### src/rtl/ibex_axil_bridge_if.sv
// rtl/ibex_axil_bridge_if.sv - Ibex LSU data port and AXI4-Lite master bus bundle for the bridge
interface ibex_axil_bridge_if #(
  parameter int unsigned ADDR_W = 32,
  parameter int unsigned DATA_W = 32
);
  logic                  data_req_i;
  logic                  data_gnt_o;
  logic                  data_rvalid_o;
  logic                  data_we_i;
  logic [DATA_W/8-1:0]   data_be_i;
  logic [ADDR_W-1:0]     data_addr_i;
  logic [DATA_W-1:0]     data_wdata_i;
  logic [DATA_W-1:0]     data_rdata_o;
  logic                  data_err_o;

  logic [ADDR_W-1:0]     m_awaddr;
  logic [2:0]            m_awprot;
  logic                  m_awvalid;
  logic                  m_awready;
  logic [DATA_W-1:0]     m_wdata;
  logic [DATA_W/8-1:0]   m_wstrb;
  logic                  m_wvalid;
  logic                  m_wready;
  logic [1:0]            m_bresp;
  logic                  m_bvalid;
  logic                  m_bready;
  logic [ADDR_W-1:0]     m_araddr;
  logic [2:0]            m_arprot;
  logic                  m_arvalid;
  logic                  m_arready;
  logic [DATA_W-1:0]     m_rdata;
  logic [1:0]            m_rresp;
  logic                  m_rvalid;
  logic                  m_rready;

  // Bridge view: serves the core, masters the AXI-Lite crossbar.
  modport master (
    input  data_req_i, data_we_i, data_be_i, data_addr_i, data_wdata_i,
    output data_gnt_o, data_rvalid_o, data_rdata_o, data_err_o,
    output m_awaddr, m_awprot, m_awvalid, input m_awready,
    output m_wdata, m_wstrb, m_wvalid, input m_wready,
    input  m_bresp, m_bvalid, output m_bready,
    output m_araddr, m_arprot, m_arvalid, input m_arready,
    input  m_rdata, m_rresp, m_rvalid, output m_rready
  );

  modport slave (
    output data_req_i, data_we_i, data_be_i, data_addr_i, data_wdata_i,
    input  data_gnt_o, data_rvalid_o, data_rdata_o, data_err_o,
    input  m_awaddr, m_awprot, m_awvalid, output m_awready,
    input  m_wdata, m_wstrb, m_wvalid, output m_wready,
    output m_bresp, m_bvalid, input m_bready,
    input  m_araddr, m_arprot, m_arvalid, output m_arready,
    output m_rdata, m_rresp, m_rvalid, input m_rready
  );
endinterface

### src/rtl/ibex_axil_bridge.sv
// rtl/ibex_axil_bridge.sv - Ibex req/gnt/rvalid to single-outstanding AXI4-Lite master bridge
module ibex_axil_bridge #(
  parameter int unsigned ADDR_W = 32,
  parameter int unsigned DATA_W = 32
) (
  input  logic             clk_50M,
  input  logic             sys_rstn,
  ibex_axil_bridge_if.master bus
);
  localparam int unsigned STRB_W = DATA_W / 8;

  typedef enum logic [2:0] {
    IDLE,
    RD_A,
    RD_D,
    WR,
    WR_B,
    RESP
  } state_t;

  state_t              state;
  logic [ADDR_W-1:0]   addr_q;
  logic [DATA_W-1:0]   wdata_q;
  logic [STRB_W-1:0]   be_q;
  logic                we_q;
  logic                aw_done;
  logic                w_done;
  logic                awvalid_q;
  logic                wvalid_q;
  logic                arvalid_q;
  logic                bready_q;
  logic                rready_q;
  logic                rvalid_q;
  logic                err_q;
  logic [DATA_W-1:0]   rdata_q;

  logic grant;
  logic aw_hs;
  logic w_hs;
  logic aw_fin;
  logic w_fin;
  logic resp_fire;
  logic unused_resp_lsb;

  // Grant is the only combinational output; it must vanish while reset is held.
  assign grant     = sys_rstn && (state == IDLE) && bus.data_req_i;
  assign aw_hs     = awvalid_q && bus.m_awready;
  assign w_hs      = wvalid_q && bus.m_wready;
  assign aw_fin    = aw_done || aw_hs;
  assign w_fin     = w_done || w_hs;
  assign resp_fire = (rready_q && bus.m_rvalid) || (bready_q && bus.m_bvalid);

  assign unused_resp_lsb = bus.m_bresp[0] ^ bus.m_rresp[0];

  always_ff @(posedge clk_50M or negedge sys_rstn) begin
    if (!sys_rstn) begin
      state     <= IDLE;
      addr_q    <= '0;
      wdata_q   <= '0;
      be_q      <= '0;
      we_q      <= 1'b0;
      aw_done   <= 1'b0;
      w_done    <= 1'b0;
      awvalid_q <= 1'b0;
      wvalid_q  <= 1'b0;
      arvalid_q <= 1'b0;
      bready_q  <= 1'b0;
      rready_q  <= 1'b0;
      rvalid_q  <= 1'b0;
      err_q     <= 1'b0;
      rdata_q   <= '0;
    end else begin
      case (state)
        IDLE: begin
          if (grant) begin
            addr_q  <= bus.data_addr_i;
            wdata_q <= bus.data_wdata_i;
            be_q    <= bus.data_be_i;
            we_q    <= bus.data_we_i;
            if (bus.data_we_i) begin
              state     <= WR;
              awvalid_q <= 1'b1;
              wvalid_q  <= 1'b1;
              aw_done   <= 1'b0;
              w_done    <= 1'b0;
            end else begin
              state     <= RD_A;
              arvalid_q <= 1'b1;
            end
          end
        end
        RD_A: begin
          if (bus.m_arready) begin
            arvalid_q <= 1'b0;
            rready_q  <= 1'b1;
            state     <= RD_D;
          end
        end
        RD_D: begin
          if (bus.m_rvalid) begin
            rready_q <= 1'b0;
            rvalid_q <= 1'b1;
            state    <= RESP;
          end
        end
        WR: begin
          // AW and W complete independently; either may stall behind the other.
          if (aw_hs) begin
            awvalid_q <= 1'b0;
            aw_done   <= 1'b1;
          end
          if (w_hs) begin
            wvalid_q <= 1'b0;
            w_done   <= 1'b1;
          end
          if (aw_fin && w_fin) begin
            aw_done  <= 1'b0;
            w_done   <= 1'b0;
            bready_q <= 1'b1;
            state    <= WR_B;
          end
        end
        WR_B: begin
          if (bus.m_bvalid) begin
            bready_q <= 1'b0;
            rvalid_q <= 1'b1;
            state    <= RESP;
          end
        end
        RESP: begin
          rvalid_q <= 1'b0;
          state    <= IDLE;
        end
        default: begin
          state <= IDLE;
        end
      endcase

      // Bit 1 of the response separates SLVERR/DECERR from OKAY/EXOKAY.
      if (resp_fire) begin
        rdata_q <= we_q ? '0 : bus.m_rdata;
        err_q   <= we_q ? bus.m_bresp[1] : bus.m_rresp[1];
      end
    end
  end

  assign bus.data_gnt_o    = grant;
  assign bus.data_rvalid_o = rvalid_q;
  assign bus.data_rdata_o  = rdata_q;
  assign bus.data_err_o    = err_q;

  assign bus.m_awaddr  = addr_q;
  assign bus.m_awprot  = 3'b000;
  assign bus.m_awvalid = awvalid_q;
  assign bus.m_wdata   = wdata_q;
  assign bus.m_wstrb   = be_q;
  assign bus.m_wvalid  = wvalid_q;
  assign bus.m_bready  = bready_q;
  assign bus.m_araddr  = addr_q;
  assign bus.m_arprot  = 3'b000;
  assign bus.m_arvalid = arvalid_q;
  assign bus.m_rready  = rready_q;
endmodule
### src/flat_wrapper.sv
// flat-port wrapper written by rule: the top's interface ports become plain ports
module ibex_axil_bridge_flat 
#(
  parameter int unsigned ADDR_W = 32,
  parameter int unsigned DATA_W = 32
)
  (clk_50M, sys_rstn, bus_data_req_i, bus_data_we_i, bus_data_be_i, bus_data_addr_i, bus_data_wdata_i, bus_data_gnt_o, bus_data_rvalid_o, bus_data_rdata_o, bus_data_err_o, bus_m_awaddr, bus_m_awprot, bus_m_awvalid, bus_m_awready, bus_m_wdata, bus_m_wstrb, bus_m_wvalid, bus_m_wready, bus_m_bresp, bus_m_bvalid, bus_m_bready, bus_m_araddr, bus_m_arprot, bus_m_arvalid, bus_m_arready, bus_m_rdata, bus_m_rresp, bus_m_rvalid, bus_m_rready);
  ibex_axil_bridge_if #(.ADDR_W(ADDR_W), .DATA_W(DATA_W)) bus_i ();
  input  logic clk_50M;
  input  logic sys_rstn;
  input wire logic [$bits(bus_i.data_req_i)-1:0] bus_data_req_i;
  input wire logic [$bits(bus_i.data_we_i)-1:0] bus_data_we_i;
  input wire logic [$bits(bus_i.data_be_i)-1:0] bus_data_be_i;
  input wire logic [$bits(bus_i.data_addr_i)-1:0] bus_data_addr_i;
  input wire logic [$bits(bus_i.data_wdata_i)-1:0] bus_data_wdata_i;
  output wire logic [$bits(bus_i.data_gnt_o)-1:0] bus_data_gnt_o;
  output wire logic [$bits(bus_i.data_rvalid_o)-1:0] bus_data_rvalid_o;
  output wire logic [$bits(bus_i.data_rdata_o)-1:0] bus_data_rdata_o;
  output wire logic [$bits(bus_i.data_err_o)-1:0] bus_data_err_o;
  output wire logic [$bits(bus_i.m_awaddr)-1:0] bus_m_awaddr;
  output wire logic [$bits(bus_i.m_awprot)-1:0] bus_m_awprot;
  output wire logic [$bits(bus_i.m_awvalid)-1:0] bus_m_awvalid;
  input wire logic [$bits(bus_i.m_awready)-1:0] bus_m_awready;
  output wire logic [$bits(bus_i.m_wdata)-1:0] bus_m_wdata;
  output wire logic [$bits(bus_i.m_wstrb)-1:0] bus_m_wstrb;
  output wire logic [$bits(bus_i.m_wvalid)-1:0] bus_m_wvalid;
  input wire logic [$bits(bus_i.m_wready)-1:0] bus_m_wready;
  input wire logic [$bits(bus_i.m_bresp)-1:0] bus_m_bresp;
  input wire logic [$bits(bus_i.m_bvalid)-1:0] bus_m_bvalid;
  output wire logic [$bits(bus_i.m_bready)-1:0] bus_m_bready;
  output wire logic [$bits(bus_i.m_araddr)-1:0] bus_m_araddr;
  output wire logic [$bits(bus_i.m_arprot)-1:0] bus_m_arprot;
  output wire logic [$bits(bus_i.m_arvalid)-1:0] bus_m_arvalid;
  input wire logic [$bits(bus_i.m_arready)-1:0] bus_m_arready;
  input wire logic [$bits(bus_i.m_rdata)-1:0] bus_m_rdata;
  input wire logic [$bits(bus_i.m_rresp)-1:0] bus_m_rresp;
  input wire logic [$bits(bus_i.m_rvalid)-1:0] bus_m_rvalid;
  output wire logic [$bits(bus_i.m_rready)-1:0] bus_m_rready;
  assign bus_i.data_req_i = bus_data_req_i;
  assign bus_i.data_we_i = bus_data_we_i;
  assign bus_i.data_be_i = bus_data_be_i;
  assign bus_i.data_addr_i = bus_data_addr_i;
  assign bus_i.data_wdata_i = bus_data_wdata_i;
  assign bus_data_gnt_o = bus_i.data_gnt_o;
  assign bus_data_rvalid_o = bus_i.data_rvalid_o;
  assign bus_data_rdata_o = bus_i.data_rdata_o;
  assign bus_data_err_o = bus_i.data_err_o;
  assign bus_m_awaddr = bus_i.m_awaddr;
  assign bus_m_awprot = bus_i.m_awprot;
  assign bus_m_awvalid = bus_i.m_awvalid;
  assign bus_i.m_awready = bus_m_awready;
  assign bus_m_wdata = bus_i.m_wdata;
  assign bus_m_wstrb = bus_i.m_wstrb;
  assign bus_m_wvalid = bus_i.m_wvalid;
  assign bus_i.m_wready = bus_m_wready;
  assign bus_i.m_bresp = bus_m_bresp;
  assign bus_i.m_bvalid = bus_m_bvalid;
  assign bus_m_bready = bus_i.m_bready;
  assign bus_m_araddr = bus_i.m_araddr;
  assign bus_m_arprot = bus_i.m_arprot;
  assign bus_m_arvalid = bus_i.m_arvalid;
  assign bus_i.m_arready = bus_m_arready;
  assign bus_i.m_rdata = bus_m_rdata;
  assign bus_i.m_rresp = bus_m_rresp;
  assign bus_i.m_rvalid = bus_m_rvalid;
  assign bus_m_rready = bus_i.m_rready;
  ibex_axil_bridge #(.ADDR_W(ADDR_W), .DATA_W(DATA_W)) u_core (.clk_50M(clk_50M), .sys_rstn(sys_rstn), .bus(bus_i));
endmodule
### config.mk
export PLATFORM = sky130hd
export DESIGN_NAME = ibex_axil_bridge_flat
export DESIGN_NICKNAME = d
export VERILOG_FILES = /design/src/rtl/ibex_axil_bridge_if.sv /design/src/rtl/ibex_axil_bridge.sv /design/src/flat_wrapper.sv
export SDC_FILE = /design/constraint.sdc
export NUM_CORES = 1
export LEC_CHECK = 0
export ABC_AREA = 1
export CAP_MARGIN = 5
export CORE_UTILIZATION = 34
export DETAILED_ROUTE_END_ITERATION = 10
export PLACE_DENSITY = 0.71
export SETUP_SLACK_MARGIN = 0.5
export SLEW_MARGIN = 5
export SYNTH_ARGS = -nofsm -noshare
export SYNTH_HDL_FRONTEND = slang
export SYNTH_SLANG_ARGS = --single-unit
### constraint.sdc
create_clock -name clk_50M -period 2.2 [get_ports clk_50M]
set_input_delay 0.66 -clock clk_50M [delete_from_list [all_inputs] [get_ports clk_50M]]
set_output_delay 0.66 -clock clk_50M [all_outputs]
set_load 0.005 [all_outputs]
==> results.md <==
- Placed Area: 7360 sq um
- Peak per-stage delay on the critical path: around 400 ps
- Final worst-path setup slack: 207 ps
- MaxCap Viol Count: 0
- Fin crit period: 1990 ps
- Synth warn: 0
- Die area: between 10,000 and 15,000 sq um
- Layout cell share with drive strength beyond 1: approximately 25%
- WP data arrival: ~1300 ps
- Synth Area in XOR/XNOR: 0%
- Synthesized area: approximately 4900 sq um
- Final GP Congestion: between 0.8 and 0.9
- #FFs+latches synth: between 100 and 150
- Placement Setup Slack: -382 ps
- I/O Pins: approximately 260
- WHS Path Cells: 2
- First-pass GRT wire length: 22,000 um
- Worst Hold Slack: about 470 ps
- Switching power: roughly 0.0037 W
- Final wirelength: approximately 14,000 um
- Mean Syn Cell Area: 8.54 sq um
- Grt total ovfl: 0
- Async SR Flop Fraction: 100%
- R2r worst-path depth: 7
- Reg2reg setup slack: around 630 ps
- CP required: 1540 ps
- # diodes: 0
- Skew-Pair Late Insertion Delay: slightly above 400 ps
- Post-layout util: between 50% and 60%
- Distinct cells, synth: 21
- Top cell type's share of synthesized area: between 50% and 60%
- Total iterations of the first detailed-routing run: 4
- Initial Util: roughly a third
- Fin nets: just under 1k
- Fin. Hold Viols: 0
- Core area: 13,900 sq um
- Drc violations: 0
- Final Max Slew Viols: 0
- Leakage: roughly 4.3 nW
- Critical path class: register to output port
- Mux share of post-synthesis cell area: 0%
- Vias: 4,470
- Post-synthesis simple-gate area fraction: between 20% and 30%
- Row count: 43
- Area leader, netlist: dfrtp_1
- CP max FO: 2
- Post-route cell area: 8240 sq um
- Reg2reg end: u_core.bus.m_wdata[19]$_DFFE_PN0P_
- Die X: about 120 um
- WL/cell: between 10 and 15 um
- CP Launch Point: u_core.state[1]$_DFFE_PN0P_
- Vias in the first global route: around 4.3k
- PD cells: around 1400 nW/um^2
- Cts bufs inserted: 17
- Register area share after synthesis: 58.1%
- Vias per inst: approximately 4.3
- Critical path, cell by cell: nor2_4 -> nand2_2 -> nor2_4 -> buf_2
- Final antenna-violating net count: 0
- CP endpoint kind: output port
- Most common cell in the netlist: nand2_1
- Clock-pin slew on the worst setup and hold paths: ~50 ps
- Hold buffer count at cts: 0
- Post-synth EDFFs: 0
- Largest family of logic cells by synthesized area: simple AND/OR/NAND/NOR gates
- Slowest-stage cell, CP: dfrtp_1
- Worst r2r src: u_core.state[1]$_DFFE_PN0P_
- Sw Share: roughly a third
- CTS sink cnt: approximately 110
- CTS tree: done
- Final period util: 90.6%
- Commonest cells post-synth: nand2_1, dfrtp_1, inv_1
- DIE HEIGHT: ~120 um
- Worst min-delay path class: register to register
- Slew @ Worst Pin: around 800 ps
- Comb pwr share: between 40% and 50%
- Status: complete, no violations
- Setup TNS: 0 ps
- CTS HTree Levels: 4
- Post-DP HPWL: 9630 um
- RSZ-0062 raised after global routing: true
- Rel. slew slack: 46.9%
- Clock share of power: between 20% and 30%
- Area contributors post-synth: dfrtp_1, nand2_1, buf_4, nand3_1, o21ai_0
- Fmax: between 500 and 600 MHz
- Synth Area in Compound Gates: ~4.9%
- CP Launch Type: register
- Gate Count Post-Synth: 570
- Worst path most repeated cell: nor2_4
- Ys flop type: dfrtp_1
- Min-Delay Startpoint: u_core.bus.m_wdata[15]$_DFFE_PN0P_
- Gr usage total: between 10% and 20%
- Initial antenna violation count: 0
- DR iter-0 viols: ~220
- I/O Buffers: 250
- Post-synthesis adder-cell area fraction: 0%
- P_int: between 0.007 and 0.008 W
- Synth-to-layout area growth: 69.3%
- Largest net degree at the start of global routing: 67
- Fin Clk Skew: between 7 and 8 ps
- Part of the power in registers: 31.8%
- FILL cells: approximately 1.2k
- Worst VDD drop: 0.660 mV
- Endpoint, Worst Hold: u_core.bus.m_wdata[15]$_DFFE_PN0P_
- CTS Root Cell: clkbuf_16
- Final setup violation count: 0
- Max clock buf depth: 2
==> worst max-delay path: cells and delay by family, from the launching register on <==
family | cells | cell delay [ps]
buf+inv | 1 | 150
flops | 1 | 400
simple gates | 3 | 370
==> how the worst max path moves through the flow <==
| stage | to | slack, ps | cells after the start |
|---|---|---|---|
| 4_1_cts | bus_data_gnt_o | 180 | 4 |
| 2_1_floorplan | bus_data_gnt_o | 500 | 5 |
| 5_1_grt | bus_data_gnt_o | 130 | 4 |
| 3_5_place_dp | bus_data_gnt_o | -380 | 4 |
| 6_report | bus_data_gnt_o | 210 | 4 |
| 3_3_place_gp | bus_data_gnt_o | -400 | 4 |
==> flip-flops by register name, summed over array words and instances (netlist names) <==
name and count:
u_core.bus.data_rdata_o 32, u_core.bus.m_awvalid 1, u_core.bus.m_araddr 32, u_core.bus.m_wstrb 4, u_core.bus.data_err_o 1, u_core.aw_done 1
u_core.bus.m_bready 1, u_core.bus.m_wdata 32, u_core.bus.m_wvalid 1, u_core.bus.m_rready 1, u_core.we_q 1, u_core.bus.data_rvalid_o 1
u_core.w_done 1, u_core.bus.m_arvalid 1, u_core.state 3
==> cells in the final DEF, fill, tap and decap left out, drive strengths merged <==
master and count:
a21boi 1, a21oi 5, a22oi 1, a31oi 1, buf 128, bufinv 3
clkbuf 70, clkdlybuf4s15 40, clkdlybuf4s50 108, clkinv 5, clkinvlp 3, conb 6
dfrtp 113, dlygate4sd2 1, inv 52, nand2 237, nand3 42, nand3b 1
nand4 1, nor2 12, o21ai 38
==> logic make-up after synthesis <==
family	Yosys count
other	1
AOI/OAI and AO/OA	46
DFF	113
and+or+nand+nor	293
buffers and inverters	117
==> layer usage <==
| metal | wire length [um] | vias to the layer above | track usage (%) | share of wire [%] |
|---|---|---|---|---|
| met5 | 0 | - | 0 | 0 |
| met4 | 200 | 0 | 6.48 | 1.4 |
| met3 | 699 | 17 | 5.76 | 4.8 |
| met2 | 7610 | 125 | 33.9 | 53 |
| met1 | 5950 | 2052 | 23.5 | 41 |
| li1 | - | 2276 | - | - |
==> power by group through the flow <==
stage / registers [W] / clock network (W) / logic [W]
6_report: 0.00366 / 0.00280 / 0.00504
5_1_grt: 0.00378 / 0.00296 / 0.00554
4_1_cts: 0.00364 / 0.00285 / 0.00498
3_5_place_dp: 0.00371 / 0 / 0.00470
3_3_place_gp: 0.00368 / 0 / 0.00463
2_1_floorplan: 0.00370 / 0 / 0.00190
==> metrics by stage <==
step	power [W]	cells
after floorplan	0.00560	575
after global placement	0.00831	956
after detailed placement	0.00841	956
after CTS	0.0115	1036
after global routing	0.0123	1048
final	0.0115	1048
==> final cells by class <==
| cell class | count | area [sq um] | share of cell area [%] |
|---|---|---|---|
| multi-input cells | 345 | 1450 | 17.6 |
| clock inverters | 10 | 133 | 1.61 |
| well taps | 180 | 225 | 2.73 |
| clock buffers | 22 | 474 | 5.75 |
| repair buffers | 325 | 2930 | 35.6 |
| flip-flops and latches | 113 | 2830 | 34.3 |
| inverters | 53 | 199 | 2.41 |
==> what timing repair did <==
item,4_1_cts,5_1_grt
gates resized for setup,410,87
endpoints found under the setup margin,193,83
setup buffers,48,12
pin swaps,4,0
No activity file was read; power rests on OpenSTA's default activity.
